==> config.mk <==
export PLATFORM = sky130hd
export DESIGN_NAME = mp64_extmem
export DESIGN_NICKNAME = d
export VERILOG_FILES = /design/src/rtl/mp64_extmem.sv
export SDC_FILE = /design/constraint.sdc
export NUM_CORES = 1
export LEC_CHECK = 0
export ABC_CLOCK_PERIOD_IN_PS = 2400
export BUFFER_PORTS_ARGS = -buffer_cell sky130_fd_sc_hd__buf_4
export CORE_AREA = 2 2 132 159
export DETAILED_ROUTE_END_ITERATION = 10
export DIE_AREA = 0 0 134 161
export PLACE_DENSITY = 0.84
export SKIP_CTS_REPAIR_TIMING = 1
export SYNTH_ARGS = -nofsm -noshare
export SYNTH_HDL_FRONTEND = slang
export SYNTH_SLANG_ARGS = --single-unit
==> constraint.sdc <==
create_clock -name clk -period 2.4 [get_ports clk]
set_clock_uncertainty 0.1 [all_clocks]
set_input_delay 0.12 -clock clk [delete_from_list [all_inputs] [get_ports clk]]
set_output_delay 0.12 -clock clk [all_outputs]
set_load 0.02 [all_outputs]
==> src/rtl/mp64_extmem.sv <==
// mp64_extmem: 64-bit request port to a 16-bit async SRAM, issued as little-endian beats.
// Define MP64_EXTMEM_RANGE_CHK_EN to fault requests above ADDR_W instead of aliasing them.
//
//   state    | meaning
//   S_IDLE   | waiting for ext_req; request fields latched on acceptance
//   S_ACCESS | driving beats of WAIT_CYCLES clocks each to the device
//   S_ACK    | one-cycle ext_ack; ext_req ignored here
module mp64_extmem #(
  parameter int ADDR_W      = 24,
  parameter int WAIT_CYCLES = 2
) (
  input  logic              clk,
  input  logic              rst_n,
  input  logic              ext_req,
  input  logic [63:0]       ext_addr,
  input  logic [63:0]       ext_wdata,
  input  logic              ext_wen,
  input  logic [1:0]        ext_size,
  output logic [63:0]       ext_rdata,
  output logic              ext_ack,
  output logic [ADDR_W-2:0] sram_a,
  output logic [15:0]       sram_dq_o,
  input  logic [15:0]       sram_dq_i,
  output logic              sram_dq_oe,
  output logic              sram_ce_n,
  output logic              sram_oe_n,
  output logic              sram_we_n,
  output logic [1:0]        sram_be_n
);

  typedef enum logic [1:0] {S_IDLE, S_ACCESS, S_ACK} state_t;

  localparam logic [3:0] WAIT_LAST = 4'(WAIT_CYCLES - 1);

  state_t            r_state, w_next;
  logic [ADDR_W-2:0] r_base;
  logic              r_lsb;
  logic              r_wen;
  logic [1:0]        r_size;
  logic [63:0]       r_wdata;
  logic [1:0]        r_beat;
  logic [3:0]        r_wait;
  logic [63:0]       r_rbuf;

  logic [63:0] w_aligned;
  logic        w_oor;
  logic        w_unused_bits;
  logic [1:0]  w_last_beat;
  logic        w_beat_done;
  logic        w_last;
  logic        w_acc;
  logic [63:0] w_rnext;
  logic [63:0] w_rfinal;
  logic [15:0] w_dq;

  assign w_aligned     = ext_addr & ~((64'd1 << ext_size) - 64'd1);
  assign w_unused_bits = ^{w_aligned[63:ADDR_W], w_aligned[0]};

`ifdef MP64_EXTMEM_RANGE_CHK_EN
  assign w_oor = |ext_addr[63:ADDR_W];
`else
  assign w_oor = 1'b0;
`endif

  always_comb begin
    w_last_beat = 2'd0;
    case (r_size)
      2'd3:    w_last_beat = 2'd3;
      2'd2:    w_last_beat = 2'd1;
      default: w_last_beat = 2'd0;
    endcase
  end

  assign w_beat_done = (r_wait == 4'd0);
  assign w_last      = w_beat_done && (r_beat == w_last_beat);
  assign w_acc       = (r_state == S_ACCESS);

  always_comb begin
    w_next = r_state;
    case (r_state)
      S_IDLE:   if (ext_req) w_next = w_oor ? S_ACK : S_ACCESS;
      S_ACCESS: if (w_last) w_next = S_ACK;
      S_ACK:    w_next = S_IDLE;
      default:  w_next = S_IDLE;
    endcase
  end

  // Read lanes assembled in place; the final beat is merged straight from the bus.
  always_comb begin
    w_rnext = r_rbuf;
    case (r_beat)
      2'd0:    w_rnext[15:0]  = sram_dq_i;
      2'd1:    w_rnext[31:16] = sram_dq_i;
      2'd2:    w_rnext[47:32] = sram_dq_i;
      default: w_rnext[63:48] = sram_dq_i;
    endcase
  end

  always_comb begin
    w_rfinal = 64'd0;
    case (r_size)
      2'd0:    w_rfinal[7:0]  = r_lsb ? w_rnext[15:8] : w_rnext[7:0];
      2'd1:    w_rfinal[15:0] = w_rnext[15:0];
      2'd2:    w_rfinal[31:0] = w_rnext[31:0];
      default: w_rfinal       = w_rnext;
    endcase
  end

  always_comb begin
    w_dq = r_wdata[63:48];
    if (r_size == 2'd0) begin
      w_dq = {r_wdata[7:0], r_wdata[7:0]};
    end else begin
      case (r_beat)
        2'd0:    w_dq = r_wdata[15:0];
        2'd1:    w_dq = r_wdata[31:16];
        2'd2:    w_dq = r_wdata[47:32];
        default: w_dq = r_wdata[63:48];
      endcase
    end
  end

  always_ff @(posedge clk or negedge rst_n) begin
    if (!rst_n) begin
      r_state   <= S_IDLE;
      r_base    <= '0;
      r_lsb     <= 1'b0;
      r_wen     <= 1'b0;
      r_size    <= 2'd0;
      r_wdata   <= '0;
      r_beat    <= 2'd0;
      r_wait    <= 4'd0;
      r_rbuf    <= '0;
      ext_rdata <= '0;
    end else begin
      r_state <= w_next;
      case (r_state)
        S_IDLE: begin
          if (ext_req) begin
            r_base  <= w_aligned[ADDR_W-1:1];
            r_lsb   <= ext_addr[0];
            r_wen   <= ext_wen;
            r_size  <= ext_size;
            r_wdata <= ext_wdata;
            r_beat  <= 2'd0;
            r_wait  <= WAIT_LAST;
            if (w_oor && !ext_wen) ext_rdata <= '1;
          end
        end
        S_ACCESS: begin
          if (w_beat_done) begin
            if (!r_wen) r_rbuf <= w_rnext;
            if (w_last) begin
              if (!r_wen) ext_rdata <= w_rfinal;
            end else begin
              r_beat <= r_beat + 2'd1;
              r_wait <= WAIT_LAST;
            end
          end else begin
            r_wait <= r_wait - 4'd1;
          end
        end
        default: ;
      endcase
    end
  end

  // Strobes derive only from state so an async reset releases the bus at once.
  assign ext_ack    = (r_state == S_ACK);
  assign sram_a     = r_base + (ADDR_W-1)'(r_beat);
  assign sram_dq_o  = w_dq;
  assign sram_ce_n  = ~w_acc;
  assign sram_oe_n  = ~(w_acc & ~r_wen);
  assign sram_dq_oe = w_acc & r_wen;
  assign sram_we_n  = ~(w_acc & r_wen & ~w_beat_done);
  assign sram_be_n  = !w_acc ? 2'b11 :
                      (r_size != 2'd0) ? 2'b00 :
                      (r_lsb ? 2'b01 : 2'b10);

endmodule

# --- After elaboration in Yosys (flattened, before gate mapping) ---
# Cells that the tools add are included.
# Widths: inputs -> output; s select.
op_classes:
  n_addsub: 4
  mux: 26
  n_bitwise: 10
  n_eq_ne: 13
  reduce_logical: 16
  shift: 1
op_table:
  columns: ["op", "count"]
  rows:
  - ["$mux 16", 6]
  - ["$pmux 16 s3", 1]
  - ["$mux 32", 1]
  - ["$and 24x24->24", 1]
  - ["$mux 8", 3]
  - ["$not 24->24", 1]
  - ["$shl 1x2->24 const A", 1]
  - ["$sub 24x1->24 const B", 1]
  - ["$add 23x2->23", 1]
  - ["$mux 2", 8]
  - ["$mux 4", 3]
  - ["$pmux 2 s2", 3]
  - ["$eq 2x2->1 const B", 4]
  - ["$ne 2x2->1 const B", 4]
  - ["$pmux 4 s2", 1]
  - ["$reduce_and 4->1", 2]
  - ["$eq 2x1->1 const B", 3]
  - ["$logic_not 2->1", 3]
  - ["$reduce_and 3->1", 2]
  - ["$reduce_or 3->1", 2]
  - ["$not 1->1", 5]
  - ["$logic_not 4->1", 1]
  - ["$reduce_and 2->1", 2]
  - ["$reduce_bool 2->1", 2]
  - ["other kinds (7)", 9]
totals:
  word_cells: 80
  inputBits: 150
  register_bits: 227

# --- Depth between registers and ports, before layout ---
# Gate-level depths: netlist of run 1.
logic_depth:
  depth_word: 7
  mapped_depth: 9
  ltp_nobuf: 6

# --- Worst setup path before layout of run 1 ---
# No wires, ideal clock.
synth_timing:
  path_type: "reg2out"
  startpoint: "register r_beat[1]"
  endpoint: "output sram_dq_o[10]"
  arrival_time_ps: 2000
  slack_ps: 180
  path_buffers: 2
  stages_incl_launch_ff: 9
  cell_sequence: "dfrtp_1 inv_1 ha_1 clkbuf_1 clkbuf_1 a222oi_1 nand2_1 o21ai_0 o21ai_0"
synth_via:
  elab_chain_len: 3
synth_rtl:
  columns: ["item", "line", "text"]
  rows:
  - ["from (decl)", "41", "logic [1:0] r_beat;"]
  - ["from (signal assigned)", "156", "r_beat <= r_beat + 2'd1;"]
  - ["$eq 2x2->1 (tied with other cells)", "114", "case (r_beat)"]
  - ["$pmux 16 s3 (*)", "114", null]
  - ["$mux 16 (*)", "111", "if (r_size == 2'd0) begin"]
  - ["to (decl)", "22", "output logic [15:0] sram_dq_o,"]
# Mark *: on every way between the ends. The rest lies on a longest branch, timed or not.

# --- Worst setup path after layout of run 1 ---
layout_timing:
  startpoint: "register r_beat[1]"
  endpoint: "output sram_dq_o[8]"
# Same word-level chain as after synthesis.

==> impl_metrics.tcl, run 1 <==
set metrics [dict create \
    max_stage_delay_ns 0.51 \
    netlist_area_um2 10600 \
    routed-via-count 9843 \
    final_util 0.737 \
    synth_area_leaders "dfrtp_1, nand2_1, mux2_2" \
    hp-class "in2async" \
    yosysSeqAreaShare 0.534 \
    fp-row-count 57 \
    overflow 0 \
    cp_cell_sequence "buf_6, ha_4, a222oi_1, nand2_1, o21ai_1, o21ai_1, buf_4" \
    hold_ws_ns 0.0447 \
    die_area_um2 21600 \
    antenna_found_initial 3 \
    register_area_um2 5690 \
    initial_utilization 0.531 \
    fmax_ghz 0.394 \
    clk_pin_slew_worst_paths_ns 0.06 \
    hpwl_um 19400 \
    design_area_um2 14800 \
    cts_sinks 227 \
    grt_setup_unrepaired "true" \
    chipHeight_um 161 \
    synthCells 1066 \
    synthMostInstantiatedCell "nand2_1" \
    synth-warning-count 0 \
    peakVddDrop_v 0.000761 \
    placed_area_um2 12600 \
    die_x_um 134 \
    pre_cts_ws_ns 0.0549 \
    ys_types 44 \
    cts.path.max_buffers 3 \
    synthTopCellsByCount "nand2_1, dfrtp_1, o21ai_0, mux2_2, mux2i_1" \
    cts_tree "done" \
    fillCellCount 1252 \
    setup_viol 25 \
    final_hold_viol_count 0 \
    cp_common_cell "o21ai_1" \
    critPathKind "reg2out" \
    core_area_um2 20000 \
    status "complete, but fails checks" \
    synth_fp_nets 1226 \
    synth_top_area_share 0.534 \
    setup_ws_ns -0.136 \
    ios 260 \
    drtPass1Iterations 6 \
    syn_avg_cell_area_um2 9.98 \
    violations "negative setup slack" \
    port_buffers 219 \
    worst_setup_path_start_kind "flop" \
    clkLatencyLatePin_ns 0.51 \
    worst_pin_slew_ns 0.611 \
    synthFlopType "dfrtp_1" \
    area_delta_synth_final_pct 38.8 \
    crit_fanout 17 \
    cp_slowest_cell "a222oi_1" \
    synth_edf_count 0 \
    htreeDepth 1 \
    crit_start "r_beat[1]$_DFFE_PN0P_" \
    endpoint_kind "primary output" \
    powerDensity_nw_per_um2 1420 \
    gp_congestion 0.908 \
    arrival_ns 2.32 \
    fin_nets 1551 \
    multi_input_area_um2 4740 \
    post-route-min-period_ns 2.54 \
    vias_per_cell 5.89 \
    cap_violations 0 \
    ys_ff_latch 227 \
    grt_pass1_vias 8760 \
    wl_per_cell_um 20.8 \
    drc 0 \
    slew_headroom 0.593 \
    routed_wl_um 34800 \
    drt_iter0_drc 1050 \
    slew_viol_final 0 \
    numCtsBuffers 23 \
    leakagePower_nw 7.00 \
    cp.required_ns 2.18 \
    grt_start_max_net_pins 91 \
    final_cell_count_no_fill 1672 \
    cts-root-buf "clkbuf_16" \
    layout-drive-gt1-share 0.293 \
    final.period_utilization 1.06 \
    r2r-start "r_wait[0]$_DFFE_PN0P_" \
    async_reset_ff_frac 1.00 \
    postRouteAntennaNets 0 \
    dp.cells 1509 \
    grt_pass1_wl_um 45400 \
    grt_use_total 0.264 \
    synth_top_cell_by_area "dfrtp_1" \
]
## sequential cells by signal, indices dropped and copies added, names as in the netlist
| signal | flops |
|---|---|
| ext_rdata | 64 |
| r_base | 23 |
| r_beat | 2 |
| r_lsb | 1 |
| r_rbuf | 64 |
| r_size | 2 |
| r_state | 2 |
| r_wait | 4 |
| r_wdata | 64 |
| r_wen | 1 |
## layer usage
metal	vias up	wire, µm	track usage
li1	4293	-	-
met1	4775	12600	0.338
met2	584	17300	0.430
met3	191	2420	0.0446
met4	0	2420	0.141
met5	-	0	0
## metrics by stage
step	total power, mW	TNS, ns
2_1_floorplan	12.7	0
3_3_place_gp	16.0	0
3_5_place_dp	16.4	0
4_1_cts	20.0	-5.99
5_1_grt	22.1	-3.74
6_report	21.0	-1.74
## layout by cell type, fill, tap and decap left out, types with 4 or more instances in the layout
cell type / n
buf_6: 7
a21oi_1: 8
o31ai_1: 41
nand3_1: 7
dfrtp_2: 6
xnor2_1: 11
xor2_1: 7
nand3b_1: 6
nand2_1: 332
nor3_1: 4
clkbuf_16: 25
a22oi_1: 7
inv_1: 4
clkbuf_1: 6
ha_4: 4
dfrtp_1: 221
mux2i_1: 57
o211ai_1: 9
dlygate4sd3_1: 109
nand4_1: 7
nand2_2: 5
buf_12: 7
nor2_1: 14
and2_1: 5
o21ai_1: 27
o21ai_0: 82
mux2_2: 68
xnor2_2: 4
mux2_4: 4
buf_4: 244
a222oi_1: 8
## final cells by class
class                      count  area share
antenna                        3    0.000508
clock buffer                  32      0.0433
clock inverter                 6     0.00593
inverter                       8     0.00220
multi-input combinational    759       0.321
sequential                   227       0.385
tap                          265      0.0224
timing repair buffer         372       0.219
## path summary, 6_finish.rpt
path	to	slack (ns)	cells after the start
setup / recovery	sram_dq_o[8]	-0.14	7
hold / removal	ext_rdata[32]$_DFFE_PN0P_	0.04	2
setup reg to reg	ext_rdata[36]$_DFFE_PN0P_	0.07	8
hold reg to reg	r_rbuf[7]$_DFFE_PN0P_	0.38	2
max in group asynchronous	r_wdata[60]$_DFFE_PN0P_	1.40	3
min in group clk	r_base[13]$_DFFE_PN0P_	0.07	5
## where the power goes
group          internal [mW]  total, mW  switching [mW]
combinational           4.41       10.3            5.92
sequential              5.70       7.06            1.36
clock                   2.07       3.57            1.50
## worst max-delay path: cells and delay by family (launching register included)
kind | cells | cell delay [ns]
AO/OA/AOI/OAI | 3 | 0.69
flip-flops | 1 | 0.46
buffers and inverters | 2 | 0.31
adder cells (fa/ha/maj) | 1 | 0.23
AND/OR/NAND/NOR | 1 | 0.10
## kinds of logic after synthesis
family	count (synthesis)	share of synthesized area
AO/OA/AOI/OAI	189	0.107
XOR/XNOR	22	0.0181
adder cells (fa/ha/maj)	10	0.0125
buffers and inverters	80	0.0383
flip-flops	227	0.534
multiplexers	129	0.131
AND/OR/NAND/NOR	409	0.159
(Power assumes the default switching activity.)
==> run 2: changes to the inputs <==
--- a/config.mk
+++ b/config.mk
@@ -10,7 +10,7 @@
 export CORE_AREA = 2 2 132 159
 export DETAILED_ROUTE_END_ITERATION = 10
 export DIE_AREA = 0 0 134 161
-export PLACE_DENSITY = 0.84
+export PLACE_DENSITY = 0.78
 export SKIP_CTS_REPAIR_TIMING = 1
 export SYNTH_ARGS = -nofsm -noshare
 export SYNTH_HDL_FRONTEND = slang
==> impl_metrics.tcl, run 2 (synthesis gave the netlist of run 1 again) <==
set metrics [dict create \
    cap_violations 0 \
    finalSetupTns_ns -3.38 \
    postRouteAntennaNets 0 \
    final_util 0.747 \
    hp-class "in2async" \
    layout-drive-gt1-share 0.310 \
    worst_pin_slew_ns 0.597 \
    die_x_um 134 \
    crit_fanout 6 \
    rrSetupSlack_ns 0.10 \
    peakVddDrop_v 0.000857 \
    setup_ws_ns -0.233 \
    setup_viol 30 \
    port_buffers 219 \
    grt_pass1_vias 8574 \
    layout_common_cells "nand2_1, buf_4, dfrtp_1" \
    chipHeight_um 161 \
    cts.path.max_buffers 3 \
    hpwl_um 18700 \
    core_area_um2 20000 \
    top_regs "ext_rdata x64, r_rbuf x64, r_wdata x64" \
    worst_setup_path_start_kind "flop" \
    violations "negative setup slack" \
    post-route-min-period_ns 2.63 \
    use_met1 0.332 \
    grt.busiest_layer "met2" \
    grt_use_met2 0.434 \
    final_common_cell "nand2_1" \
    cp.required_ns 2.18 \
    die_area_um2 21600 \
    drtPass1Iterations 8 \
    ios 260 \
    initial_utilization 0.531 \
    endpoint_kind "primary output" \
    area_delta_synth_final_pct 40.6 \
    dp.cells 1506 \
    grt_use_total 0.257 \
    status "complete, but fails checks" \
    cts_sinks 227 \
    slew_headroom 0.602 \
    grt_setup_unrepaired "true" \
    fmax_ghz 0.380 \
    numCtsBuffers 23 \
    gp_congestion 0.895 \
    drc 0 \
    worstRegToRegCells 7 \
    grt_util_met3 0.0508 \
    p_comb_frac 0.494 \
    total_power_mw 21.2 \
    powerDensity_nw_per_um2 1420 \
    vias_per_cell 5.72 \
    switching_share 0.413 \
    clockPowerShare 0.172 \
    hold_ws_ns 0.0794 \
    fp-row-count 57 \
    routed_wl_um 33200 \
    final_cell_count_no_fill 1678 \
    htreeDepth 1 \
    cts-root-buf "clkbuf_16" \
    slew_viol_final 0 \
    p_switching_mw 8.75 \
    antenna_found_initial 1 \
    grt_start_max_net_pins 89 \
    wl_per_cell_um 19.8 \
    critPathKind "reg2out" \
    overflow 0 \
    routed-via-count 9590 \
    leakagePower_nw 7.02 \
    drt_iter0_drc 794 \
    final_hold_viol_count 0 \
    arrival_ns 2.41 \
    clkLatencyLatePin_ns 0.52 \
    fin_nets 1557 \
    cts_tree "done" \
    p_seq_frac 0.334 \
    internal_power_mw 12.4 \
    final.period_utilization 1.10 \
    grt_pass1_wl_um 44400 \
    clk_pin_slew_worst_paths_ns 0.06 \
]
==> run 2: cell types whose count changed in the layout (fill, tap and decap cells not counted), moves of 4 or more <==
cell / change
nor2_2: +6
nor2_1: -6
a22oi_2: +4
a22oi_1: -4
==> run 2: final cells by class <==
class | count | area, µm²
Tap cell | 265 | 332
Clock buffer | 33 | 643
Fill cell | 1219 | 5080
Sequential cell | 227 | 5690
Antenna cell | 2 | 5.00
Clock inverter | 6 | 111
Inverter | 8 | 35.0
Multi-Input combinational cell | 759 | 4840
Timing Repair Buffer | 378 | 3310
==> run 2: routing by layer <==
metal	vias to the layer above	wire, µm	share of wire
met4	0	1420	0.043
met2	460	17100	0.51
met3	110	2440	0.073
li1	4313	-	-
met5	-	0	0
met1	4707	12200	0.37
==> run 2: power by group through the flow <==
stage	Sequential [mW]	Combinational [mW]	Clock, mW
2_1_floorplan	7.29	5.38	0
3_3_place_gp	6.87	9.14	0
3_5_place_dp	6.97	9.36	0
4_1_cts	6.93	9.43	3.69
5_1_grt	7.27	11.2	3.88
6_report	7.08	10.5	3.65
==> run 2: stage by stage <==
stage          worst slack [ns]  instance area, µm²
2_1_floorplan             0.180               10600
4_1_cts                  -0.403               13400
3_3_place_gp              0.167               12600
5_1_grt                  -0.348               15000
6_report                 -0.233               15000
3_5_place_dp             0.0859               12600
==> run 2: critical path, cell delays in order (launching register included) <==
cell,delay (ns)
dfrtp_2,0.47
buf_6,0.16
ha_4,0.20
buf_6,0.14
a222oi_1,0.45
nand2_1,0.09
o21ai_1,0.11
o21ai_1,0.10
buf_4,0.17
==> run 2: path summary, 6_finish.rpt <==
kind,start,end
max in group asynchronous,rst_n,r_base[4]$_DFFE_PN0P_
worst min-delay path,rst_n,r_rbuf[0]$_DFFE_PN0P_
min in group clk,ext_req,r_base[18]$_DFFE_PN0P_
worst max register to register,r_beat[1]$_DFFE_PN0P_,ext_rdata[3]$_DFFE_PN0P_
worst min register to register,r_rbuf[10]$_DFFE_PN0P_,r_rbuf[10]$_DFFE_PN0P_
worst max-delay path,r_beat[1]$_DFFE_PN0P_,sram_dq_o[10]
